--- config.mk ---
export PLATFORM = sky130hd
export DESIGN_NAME = human_entry_detector
export DESIGN_NICKNAME = d
export VERILOG_FILES = /design/src/rtl/human_entry_detector.sv
export SDC_FILE = /design/constraint.sdc
export NUM_CORES = 1
export LEC_CHECK = 0
export ABC_CLOCK_PERIOD_IN_PS = 7550
export CORE_ASPECT_RATIO = 2
export CORE_MARGIN = 3
export CORE_UTILIZATION = 50
export DETAILED_ROUTE_END_ITERATION = 8
export PLACE_DENSITY = 0.66
export SLEW_MARGIN = 20
export SYNTH_ARGS = -nofsm -noshare
export SYNTH_HDL_FRONTEND = slang
export SYNTH_SLANG_ARGS = --single-unit
--- constraint.sdc ---
create_clock -name clk -period 7.55 [get_ports clk]
set_input_delay 2.265 -clock clk [delete_from_list [all_inputs] [get_ports clk]]
set_output_delay 2.265 -clock clk [all_outputs]
set_load 0.02 [all_outputs]
--- src/rtl/human_entry_detector.sv ---
// Doorway beam-break front end for the occupancy counter.
// Beam A is outside the door and beam B is inside.
// Each raw beam is synchronized and then debounced.
// An FSM decodes the order in which the beams break:
//   A, AB, B, clear -> entry pulse
//   B, AB, A, clear -> exit pulse
// Any other ordering, a back-out or a stalled sequence produces no pulse.
// A stalled sequence times out into WAIT_CLEAR and raises fault.
module human_entry_detector #(
  parameter int DEBOUNCE_CYCLES = 50000,
  parameter int TIMEOUT_CYCLES  = 100000000
) (
  input  logic clk,
  input  logic reset,
  input  logic beam_a_raw,
  input  logic beam_b_raw,
  output logic human_detected,
  output logic exit_detected,
  output logic busy,
  output logic fault
);

  localparam int DB_W  = $clog2(DEBOUNCE_CYCLES + 1);
  localparam int TMO_W = $clog2(TIMEOUT_CYCLES + 1);

  localparam logic [2:0] S_IDLE       = 3'd0;
  localparam logic [2:0] S_IN1        = 3'd1;
  localparam logic [2:0] S_IN2        = 3'd2;
  localparam logic [2:0] S_IN3        = 3'd3;
  localparam logic [2:0] S_OUT1       = 3'd4;
  localparam logic [2:0] S_OUT2       = 3'd5;
  localparam logic [2:0] S_OUT3       = 3'd6;
  localparam logic [2:0] S_WAIT_CLEAR = 3'd7;

  // Bit 0 holds beam A and bit 1 holds beam B.
  logic [1:0]       w_raw;
  logic [1:0]       r_meta;
  logic [1:0]       r_sync;
  logic [1:0]       w_deb;
  logic             w_a;
  logic             w_b;
  logic [2:0]       r_state;
  logic [2:0]       w_fsm_next;
  logic [TMO_W-1:0] r_tmo_cnt;
  logic             w_timeout;
  logic             r_human;
  logic             r_exit;
  logic             r_fault;

  assign w_raw = {beam_b_raw, beam_a_raw};

  // Two-flop synchronizer for both asynchronous beam inputs.
  // NOTE: state uses non-blocking assignments, so every flop samples pre-edge values.
  always_ff @(posedge clk or posedge reset) begin
    if (reset) begin
      r_meta <= '0;
      r_sync <= '0;
    end else begin
      r_meta <= w_raw;
      r_sync <= r_meta;
    end
  end

  for (genvar ch = 0; ch < 2; ch++) begin : g_deb
    logic [DB_W-1:0] r_cnt;
    logic            r_lvl;

    // Accept a new level only after it has held for DEBOUNCE_CYCLES edges.
    // Any bounce back to the accepted level restarts the count.
    always_ff @(posedge clk or posedge reset) begin
      if (reset) begin
        r_cnt <= '0;
        r_lvl <= 1'b0;
      end else if (r_sync[ch] == r_lvl) begin
        r_cnt <= '0;
      end else if (r_cnt >= DB_W'(DEBOUNCE_CYCLES)) begin
        r_lvl <= r_sync[ch];
        r_cnt <= '0;
      end else begin
        r_cnt <= r_cnt + 1'b1;
      end
    end

    assign w_deb[ch] = r_lvl;
  end

  assign w_a = w_deb[0];
  assign w_b = w_deb[1];

  // Next-state decode on the debounced levels; the timeout override is applied separately.
  // NOTE: next state is defaulted first so that no path through the case infers a latch.
  always_comb begin
    w_fsm_next = r_state;
    case (r_state)
      S_IDLE: begin
        case ({w_a, w_b})
          2'b10:   w_fsm_next = S_IN1;
          2'b01:   w_fsm_next = S_OUT1;
          2'b11:   w_fsm_next = S_WAIT_CLEAR;
          default: w_fsm_next = S_IDLE;
        endcase
      end
      S_IN1: begin
        case ({w_a, w_b})
          2'b11:   w_fsm_next = S_IN2;
          2'b00:   w_fsm_next = S_IDLE;
          2'b01:   w_fsm_next = S_WAIT_CLEAR;
          default: w_fsm_next = S_IN1;
        endcase
      end
      S_IN2: begin
        case ({w_a, w_b})
          2'b01:   w_fsm_next = S_IN3;
          2'b10:   w_fsm_next = S_IN1;
          2'b00:   w_fsm_next = S_WAIT_CLEAR;
          default: w_fsm_next = S_IN2;
        endcase
      end
      S_IN3: begin
        case ({w_a, w_b})
          2'b00:   w_fsm_next = S_IDLE;
          2'b11:   w_fsm_next = S_IN2;
          2'b10:   w_fsm_next = S_WAIT_CLEAR;
          default: w_fsm_next = S_IN3;
        endcase
      end
      S_OUT1: begin
        case ({w_a, w_b})
          2'b11:   w_fsm_next = S_OUT2;
          2'b00:   w_fsm_next = S_IDLE;
          2'b10:   w_fsm_next = S_WAIT_CLEAR;
          default: w_fsm_next = S_OUT1;
        endcase
      end
      S_OUT2: begin
        case ({w_a, w_b})
          2'b10:   w_fsm_next = S_OUT3;
          2'b01:   w_fsm_next = S_OUT1;
          2'b00:   w_fsm_next = S_WAIT_CLEAR;
          default: w_fsm_next = S_OUT2;
        endcase
      end
      S_OUT3: begin
        case ({w_a, w_b})
          2'b00:   w_fsm_next = S_IDLE;
          2'b11:   w_fsm_next = S_OUT2;
          2'b01:   w_fsm_next = S_WAIT_CLEAR;
          default: w_fsm_next = S_OUT3;
        endcase
      end
      default: begin
        if (!w_a && !w_b) w_fsm_next = S_IDLE;
      end
    endcase
  end

  // Fires on the edge where the dwell count would reach TIMEOUT_CYCLES.
  // A genuine transition on that same edge wins over the timeout.
  assign w_timeout = (r_state != S_IDLE) && (w_fsm_next == r_state) &&
                     (r_tmo_cnt >= TMO_W'(TIMEOUT_CYCLES - 1));

  // Dwell counter for the current non-IDLE state; it saturates rather than wrapping.
  always_ff @(posedge clk or posedge reset) begin
    if (reset) begin
      r_tmo_cnt <= '0;
    end else if (r_state == S_IDLE || w_fsm_next != r_state || w_timeout) begin
      r_tmo_cnt <= '0;
    end else if (r_tmo_cnt < TMO_W'(TIMEOUT_CYCLES)) begin
      r_tmo_cnt <= r_tmo_cnt + 1'b1;
    end
  end

  // State register and the registered outputs.
  // Each pulse is raised on the same edge as its terminating transition.
  // NOTE: every register, including the debounce and timeout counters, has an async clear so a mid-sequence reset can never leak a pulse.
  always_ff @(posedge clk or posedge reset) begin
    if (reset) begin
      r_state <= S_IDLE;
      r_human <= 1'b0;
      r_exit  <= 1'b0;
      r_fault <= 1'b0;
    end else begin
      r_state <= w_timeout ? S_WAIT_CLEAR : w_fsm_next;
      r_human <= !w_timeout && (r_state == S_IN3)  && (w_fsm_next == S_IDLE);
      r_exit  <= !w_timeout && (r_state == S_OUT3) && (w_fsm_next == S_IDLE);
      if (w_timeout) begin
        r_fault <= 1'b1;
      end else if (r_state == S_WAIT_CLEAR && w_fsm_next == S_IDLE) begin
        r_fault <= 1'b0;
      end
    end
  end

  assign human_detected = r_human;
  assign exit_detected  = r_exit;
  assign fault          = r_fault;
  assign busy           = (r_state != S_IDLE);

endmodule

==> impl_metrics.ini, run 1 <==
[die]
pin_count = 8
coreArea_sq_mm = 0.00760
rows = 45
start_util = 0.514
fp.dieW_microns = 68.5
die_area_sq_mm = 0.00898
die_height_microns = 131

[layout]
antenna_cells = 0
areaGrowthSynthToFinish_pct = 11.6
nets = 419
drive_above_1_share = 0.0885
fillers = 711

[synthesis]
synth-seq-cells = 71
synthCells = 399
synth_nets = 416
synth_edf_count = 0
ys_seq_area_frac = 0.455
synth_area_sq_mm = 0.00391
async_flop_share = 1.00
yosys_warnings = 0
avgSynthCellArea_sq_um = 9.80
ys.flop_type = dfrtp_1
ys_types = 56

[place]
routabilityCongestion = 0.809
dp_hpwl_mm = 5.37
io_buffers = 7
place_ws_ps = 3810

[drt]
vias = 2898
wl_mm = 7.83
wl_per_cell_microns = 15.6
ant_nets = 0
firstDrtPassIters = 4
drt-initial-drc-count = 222
drc = 0
avgViaCountPerCell = 5.78

[clocking]
clock_latency_ps = 330
root_buffer = clkbuf_16
ctsResizeCount = 0
postCtsHoldBufs = 0
h-tree-depth = 3
cts.path.max_buffers = 2
clkSinkCount = 71
cts.clk_slew.worst_paths_ps = 50
cts_setup_buffers = 0
cts_tree = done
numCtsBuffers = 9

[power]
leakage_nw = 1.77
peakVddDrop_uv = 122
p_total_w = 0.000881
powerDensity_mw_per_mm2 = 202

[worst_setup_path]
cp.arrival_ps = 1820
required_ps = 5290
crit_path_start_kind = flop
cp_max_fo = 19
crit_chain = or3_1 > clkdlybuf4s50_1
crit_slowest_cell = dfrtp_1
crit_path_end_kind = output pin
path_class = reg -> out
critical_path.max_stage_delay_ps = 560

[timing]
slew_violations = 0
finalWorstSetupSlack_ps = 3460
clock_skew_ps = 6.93
worst-slew-pin-transition_ps = 1010
finalSetupViolations = 0
fin_crit_sh = 0.541
clock.fmax_ghz = 0.245
finalCriticalPeriod_ps = 4090
rsz0062_at_grt = no
relSlewSlack = 0.328
fin_setup_tns_ps = 0
hold_violations = 0

[global_routing]
grt_pass1_vias = 2918
grt_use_total = 0.195
antenna_found_initial = 0
gr-total-overflow = 0
grt_max_degree = 72
grt_pass1_wl_mm = 13.1

[run_status]
outcome = completed

[worst_hold_path]
hold_path_class = reg -> reg

[run]
cap_violations = 0
-- cell usage in the layout (no fill, tap or decap), types with 8 or more instances in the layout --
cell type  Yosys  final
clkbuf_16      0      9
dfrtp_1       71     71
ha_1          13     13
inv_1         15     14
nand2_1       25     25
nand3_1       27     27
nand4_1        8      8
nor2_1        44     44
nor3_1        22     22
o31ai_1       11     11
or4_1          8      8
xnor2_1       12     12
xor2_1        31     31
-- power by group --
part           switching, W  total [W]  internal (W)
logic             0.0000134  0.0000184    0.00000498
registers        0.00000338   0.000388      0.000385
clock network      0.000150   0.000475      0.000325
total              0.000167   0.000881      0.000715
-- worst max-delay path, delay by kind of cell, from the launching register on --
kind / cells / cell delay [ps]
buf+inv: 1 / 550
simple gates: 1 / 380
flops: 1 / 560
-- final timing paths --
kind	from	endpoint	slack (ps)	depth (start not counted)
max	r_state[0]$_DFF_PP0_	busy	3460	2
min	r_meta[1]$_DFF_PP0_	r_sync[1]$_DFF_PP0_	350	0
max reg2reg	g_deb[0].r_lvl$_DFFE_PP0P_	r_tmo_cnt[16]$_DFFE_PP0P_	4350	7
min reg2reg	r_meta[1]$_DFF_PP0_	r_sync[1]$_DFF_PP0_	350	0
max in group asynchronous	reset	r_tmo_cnt[7]$_DFFE_PP0P_	4470	3
min in group asynchronous	reset	g_deb[1].r_cnt[4]$_DFF_PP0_	2520	3
-- synthesized netlist by cell type, drive strengths merged, types with 8 or more instances --
cell	number	area share
nand3	28	0.037
xnor2	12	0.027
a211oi	10	0.024
nand2	26	0.026
ha	13	0.042
nor4	8	0.018
buf	10	0.018
dfrtp	71	0.45
nor2	44	0.042
or4	9	0.018
nand4	11	0.022
nor3	24	0.033
xor2	31	0.069
inv	15	0.014
o31ai	11	0.021
-- state kept, by name, indices dropped and copies added, names as in the netlist --
| signal | cells |
|---|---|
| r_meta | 2 |
| r_state | 3 |
| exit_detected | 1 |
| fault | 1 |
| r_sync | 2 |
| g_deb.r_lvl | 2 |
| g_deb.r_cnt | 32 |
| r_tmo_cnt | 27 |
| human_detected | 1 |
-- kinds of logic after synthesis --
family / synth area share
xor+xnor: 0.0964
buf+inv: 0.0387
compound gates: 0.107
simple gates: 0.253
flops: 0.455
fa+ha+maj: 0.0416
mux: 0.00864
-- stage by stage --
| step | util | hold slack, ps | area [sq um] | cells |
|---|---|---|---|---|
| 6_report | 0.574 | 350 | 4360 | 501 |
| 5_1_grt | 0.574 | 355 | 4360 | 501 |
| 4_1_cts | 0.574 | 352 | 4360 | 501 |
| 3_5_place_dp | 0.528 | 339 | 4020 | 485 |
| 3_3_place_gp | 0.528 | 333 | 4020 | 485 |
| 2_1_floorplan | - | 331 | 3910 | 399 |
-- final cells by class --
type | count | area, sq um | share of cell area
flip-flops and latches | 71 | 1780 | 0.407
multi-input cells | 296 | 1980 | 0.454
clock inverters | 2 | 60.1 | 0.0138
repair buffers | 9 | 85.1 | 0.0195
inverters | 15 | 56.3 | 0.0129
clock buffers | 14 | 284 | 0.0651
well taps | 94 | 118 | 0.0270
-- layer usage --
layer | wire length [microns] | vias up | global-route usage
met1 | 3190 | 1420 | 0.209
li1 | - | 1430 | -
met2 | 4290 | 34 | 0.347
met4 | 172 | 0 | 0.0891
met3 | 167 | 14 | 0.0445
met5 | 0 | - | 0
Power figures use the tool's default switching activity.
==> run 2: changes to the inputs <==
--- a/config.mk
+++ b/config.mk
@@ -5,12 +5,12 @@
 export SDC_FILE = /design/constraint.sdc
 export NUM_CORES = 1
 export LEC_CHECK = 0
-export ABC_CLOCK_PERIOD_IN_PS = 7550
+export ABC_CLOCK_PERIOD_IN_PS = 3400
 export CORE_ASPECT_RATIO = 2
 export CORE_MARGIN = 3
 export CORE_UTILIZATION = 50
 export DETAILED_ROUTE_END_ITERATION = 8
-export PLACE_DENSITY = 0.66
+export PLACE_DENSITY = 0.69
 export SLEW_MARGIN = 20
 export SYNTH_ARGS = -nofsm -noshare
 export SYNTH_HDL_FRONTEND = slang
==> constraint.sdc (replaced) <==
create_clock -name clk -period 3.4 [get_ports clk]
set_input_delay 1.02 -clock clk [delete_from_list [all_inputs] [get_ports clk]]
set_output_delay 1.02 -clock clk [all_outputs]
set_load 0.02 [all_outputs]
==> run 2 against run 1 <==
Effect of this change: non-clock buffer count up 1; clock power rose by 84%; power grew 100%; critical path type is now reg -> reg.
==> impl_metrics.ini, run 2 (synthesis gave the netlist of run 1 again) <==
[run_status]
outcome = completed

[power]
leakage_nw = 1.74
power_frac_comb = 0.024
peakVddDrop_uv = 443
switching_share = 0.213
p_int_w = 0.00140
power_frac_seq = 0.484
powerDensity_mw_per_mm2 = 412
p_clk_frac = 0.492
p_sw_w = 0.000379

[place]
io_buffers = 7
place_area_sq_mm = 0.00404
dp_hpwl_mm = 5.57
routabilityCongestion = 0.783
place_inst = 486
place_ws_ps = 455

[worst_setup_path]
cp.arrival_ps = 3150
crit_path_start_kind = flop
r2r-start = g_deb[0].r_lvl$_DFFE_PP0P_
path_class = reg -> reg
reg2reg_depth = 7
cp_max_fo = 31
required_ps = 3610
crit_path_end_kind = flop
rr_endpoint = r_tmo_cnt[22]$_DFFE_PP0P_
r2r_slack_ps = 470

[die]
die_area_sq_mm = 0.00898
fp.dieW_microns = 68.5
rows = 45
die_height_microns = 131
start_util = 0.514
coreArea_sq_mm = 0.00760
pin_count = 8

[worst_hold_path]
hold_path_class = reg -> reg
min-delay-start = r_meta[1]$_DFF_PP0_
min_to = r_sync[1]$_DFF_PP0_
worst_hold_path.num_cells = 0

[layout]
nets = 420
antenna_cells = 0
final_cells = 502
final_cell_area_sq_mm = 0.00432
final_cell_mix = dfrtp_1, nor2_1, xor2_1, nand3_1, nand2_1
largestRegisters = g_deb.r_cnt x32, r_tmo_cnt x27, r_state x3
areaGrowthSynthToFinish_pct = 10.4
top_register = g_deb.r_cnt
final_common_cell = dfrtp_1
drive_above_1_share = 0.0858
largest_reg_flops = 32

[clocking]
postCtsHoldBufs = 0
ctsResizeCount = 0
h-tree-depth = 3
cts.path.max_buffers = 2
clock_latency_ps = 330
cts_setup_buffers = 0
cts.clk_slew.worst_paths_ps = 50
root_buffer = clkbuf_16
clkSinkCount = 71
cts_tree = done
numCtsBuffers = 9

[global_routing]
antenna_found_initial = 0
grt_pass1_vias = 3128
gr-total-overflow = 0
grt_use_total = 0.203
grt_pass1_wl_mm = 13.9
grt_max_degree = 54

[timing]
rsz0062_at_grt = no
holdWs_ps = 351
hold_violations = 0
slew_violations = 0
finalSetupViolations = 0
fin_setup_tns_ps = 0
finalWorstSetupSlack_ps = 467
finalCriticalPeriod_ps = 2930
fin_crit_sh = 0.863
relSlewSlack = 0.421
clock_skew_ps = 7.93
clock.fmax_ghz = 0.341
worst-slew-pin-transition_ps = 867

[drt]
wl_mm = 7.87
drc = 0
vias = 2963
ant_nets = 0
avgViaCountPerCell = 5.90
wl_per_cell_microns = 15.7
drt-initial-drc-count = 110
firstDrtPassIters = 4

[run]
cap_violations = 0
[run 2: changes by cell type in the layout (fill, tap and decap cells not counted)]
| cell | delta |
|---|---|
| bufinv_16 | -2 |
| clkbuf_1 | +2 |
| clkbuf_8 | -2 |
| clkinvlp_4 | +2 |
| buf_12 | +1 |
[run 2: critical path, cell delays in order (launching register included)]
cell       delay [ps]
dfrtp_1           440
inv_1             180
ha_1              210
a21oi_1            80
a2111oi_1         560
or4_1             210
nand4_2           680
a211oi_1          450
[run 2: power by group through the flow]
| stage | sequential, W | clock [W] | combinational, W |
|---|---|---|---|
| 5_1_grt | 0.000863 | 0.000927 | 0.0000506 |
| 3_3_place_gp | 0.000876 | 0 | 0.0000431 |
| 6_report | 0.000862 | 0.000875 | 0.0000420 |
| 3_5_place_dp | 0.000877 | 0 | 0.0000441 |
| 2_1_floorplan | 0.000874 | 0 | 0.0000300 |
| 4_1_cts | 0.000862 | 0.000893 | 0.0000444 |
[run 2: how the worst max path moves through the flow]
stage | from | endpoint | slack [ps] | depth (start not counted)
after floorplan | reset | exit_detected$_DFF_PP0_ | 580 | 1
after global placement | g_deb[0].r_lvl$_DFFE_PP0P_ | r_tmo_cnt[22]$_DFFE_PP0P_ | 610 | 7
after detailed placement | g_deb[0].r_lvl$_DFFE_PP0P_ | r_tmo_cnt[22]$_DFFE_PP0P_ | 460 | 7
after CTS | g_deb[0].r_lvl$_DFFE_PP0P_ | r_tmo_cnt[22]$_DFFE_PP0P_ | 430 | 7
after global routing | g_deb[0].r_lvl$_DFFE_PP0P_ | r_tmo_cnt[22]$_DFFE_PP0P_ | 110 | 7
final | g_deb[0].r_lvl$_DFFE_PP0P_ | r_tmo_cnt[22]$_DFFE_PP0P_ | 470 | 7
[run 2: area by class of cell]
type	count	area, sq um
Inverter	15	56.3
Multi-Input combinational cell	296	1980
Clock buffer	14	264
Fill cell	706	3290
Sequential cell	71	1780
Tap cell	94	118
Clock inverter	2	15.0
Timing Repair Buffer	10	105
[run 2: layer usage]
metal,GRT usage,vias to the layer above,share of wire
met2,0.372,29,0.58
met3,0.0342,17,0.020
met4,0.113,0,0.027
met1,0.205,1482,0.37
li1,-,1435,-
met5,0,-,0
[run 2: per-stage QoR]
step                      total power, W   util
after floorplan                 0.000904      -
after global placement          0.000919  0.531
after detailed placement        0.000921  0.531
after CTS                        0.00180  0.568
after global routing             0.00184  0.568
final                            0.00178  0.568
==> run 3: changes to the inputs <==
==> constraint.sdc (replaced) <==
create_clock -name clk -period 3.4 [get_ports clk]
set_input_delay 1.02 -clock clk [delete_from_list [all_inputs] [get_ports clk]]
set_output_delay 1.02 -clock clk [all_outputs]
set_load 0.01 [all_outputs]
==> run 3 against run 2 <==
Effect of this change: worst hold slack got worse by 3.8 ps; highest routed layer unchanged; largest power group is now registers; design area decreased by 0.32%; sequential cell count did not move.
==> impl_metrics.ini, run 3 (synthesis gave the netlist of run 1 again) <==
[run_status]
outcome = completed

[clocking]
cts.clk_slew.worst_paths_ps = 50
cts_tree = done
root_buffer = clkbuf_16
cts_setup_buffers = 0
h-tree-depth = 3
postCtsHoldBufs = 0
ctsResizeCount = 0
clkSinkCount = 71
clock_latency_ps = 340
cts.path.max_buffers = 2
numCtsBuffers = 9

[timing]
fin_crit_sh = 0.897
relSlewSlack = 0.362
slew_violations = 0
finalSetupViolations = 0
clock_skew_ps = 7.28
clock.fmax_ghz = 0.328
finalCriticalPeriod_ps = 3050
worst-slew-pin-transition_ps = 932
hold_violations = 0
fin_setup_tns_ps = 0
holdWs_ps = 347
rsz0062_at_grt = no

[layout]
final_cells = 500
final_cell_mix = dfrtp_1, nor2_1, xor2_1, nand3_1, nand2_1
antenna_cells = 0
areaGrowthSynthToFinish_pct = 10.1
drive_above_1_share = 0.0837
final_common_cell = dfrtp_1
largest_reg_flops = 32
largestRegisters = g_deb.r_cnt x32, r_tmo_cnt x27, r_state x3
finish.utilization = 0.566
fillers = 668
top_register = g_deb.r_cnt
nets = 420
final_cell_area_sq_mm = 0.00430

[worst_hold_path]
min-delay-start = r_meta[1]$_DFF_PP0_
hold_path_class = reg -> reg
worst_hold_path.num_cells = 0
min_to = r_sync[1]$_DFF_PP0_

[global_routing]
grt_pass1_wl_mm = 13.3
grt_pass1_vias = 2984
gr-total-overflow = 0
grt_max_degree = 51
grt_use_total = 0.201
antenna_found_initial = 0

[die]
rows = 45
fp.dieW_microns = 68.5
die_height_microns = 131
pin_count = 8
die_area_sq_mm = 0.00898
coreArea_sq_mm = 0.00760
start_util = 0.514

[worst_setup_path]
cp_max_fo = 31
rr_endpoint = r_tmo_cnt[2]$_DFFE_PP0P_
r2r-start = g_deb[0].r_lvl$_DFFE_PP0P_
crit_path_start_kind = flop
path_class = reg -> reg
crit_slowest_cell = nand4_2
r2r_slack_ps = 350
crit_chain = inv_1 > ha_1 > mux2_1 > nor4_1 > o41ai_1 > nand4_2 > a211oi_1
critical_path.max_stage_delay_ps = 810
reg2reg_depth = 7
required_ps = 3620
crit_path_end_kind = flop
cp.arrival_ps = 3270

[power]
peakVddDrop_uv = 339
powerDensity_mw_per_mm2 = 410
leakage_nw = 1.74

[drt]
firstDrtPassIters = 4
avgViaCountPerCell = 5.97
drt-initial-drc-count = 137
ant_nets = 0
wl_per_cell_microns = 16.1
wl_mm = 8.04
drc = 0
vias = 2984

[place]
routabilityCongestion = 0.848
dp_hpwl_mm = 5.54
place_area_sq_mm = 0.00404
io_buffers = 7
place_inst = 486

[run]
cap_violations = 0
## run 3: changes by cell type in the layout (fill, tap and decap cells not counted)
cell / previous run / this run
clkinvlp_4: 2 / 0
clkbuf_1: 3 / 2
clkinv_2: 0 / 1
## run 3: worst max-delay path by stage
stage | cells past startpoint | from | slack (ps) | to
5_1_grt | 7 | g_deb[1].r_lvl$_DFFE_PP0P_ | 70 | r_tmo_cnt[21]$_DFFE_PP0P_
6_report | 7 | g_deb[0].r_lvl$_DFFE_PP0P_ | 350 | r_tmo_cnt[2]$_DFFE_PP0P_
3_5_place_dp | 7 | g_deb[1].r_lvl$_DFFE_PP0P_ | 400 | r_tmo_cnt[23]$_DFFE_PP0P_
2_1_floorplan | 1 | reset | 580 | exit_detected$_DFF_PP0_
4_1_cts | 7 | g_deb[1].r_lvl$_DFFE_PP0P_ | 370 | r_tmo_cnt[2]$_DFFE_PP0P_
3_3_place_gp | 7 | g_deb[1].r_lvl$_DFFE_PP0P_ | 470 | r_tmo_cnt[22]$_DFFE_PP0P_
## run 3: through the flow
stage          worst slack [ps]  total power, W
3_5_place_dp                400        0.000921
6_report                    350         0.00176
3_3_place_gp                465        0.000919
2_1_floorplan               583        0.000904
4_1_cts                     370         0.00178
5_1_grt                    69.4         0.00182
## run 3: power by group
group	switching, W	internal, W
Combinational	0.0000303	0.0000126
Sequential	0.00000786	0.000854
Clock	0.000333	0.000524
Total	0.000371	0.00139
## run 3: cell type report
| type | count | area [sq um] | area share |
|---|---|---|---|
| Clock buffer | 13 | 260 | 0.0605 |
| Clock inverter | 1 | 5.00 | 0.00116 |
| Inverter | 15 | 56.3 | 0.0131 |
| Multi-Input combinational cell | 296 | 1980 | 0.460 |
| Sequential cell | 71 | 1780 | 0.413 |
| Tap cell | 94 | 118 | 0.0273 |
| Timing Repair Buffer | 10 | 105 | 0.0244 |
## run 3: layer usage
layer,GRT usage,wire (microns)
met5,0,0
met4,0.159,346
met3,0.0308,158
met2,0.359,4490
met1,0.193,3050
## run 3: critical path, delay by kind of cell (launching register included)
family | cells | cell delay, ps
AOI/OAI and AO/OA | 2 | 990
and+or+nand+nor | 2 | 880
DFF | 1 | 440
adders and majority gates | 1 | 270
buffers and inverters | 1 | 180
muxes | 1 | 160
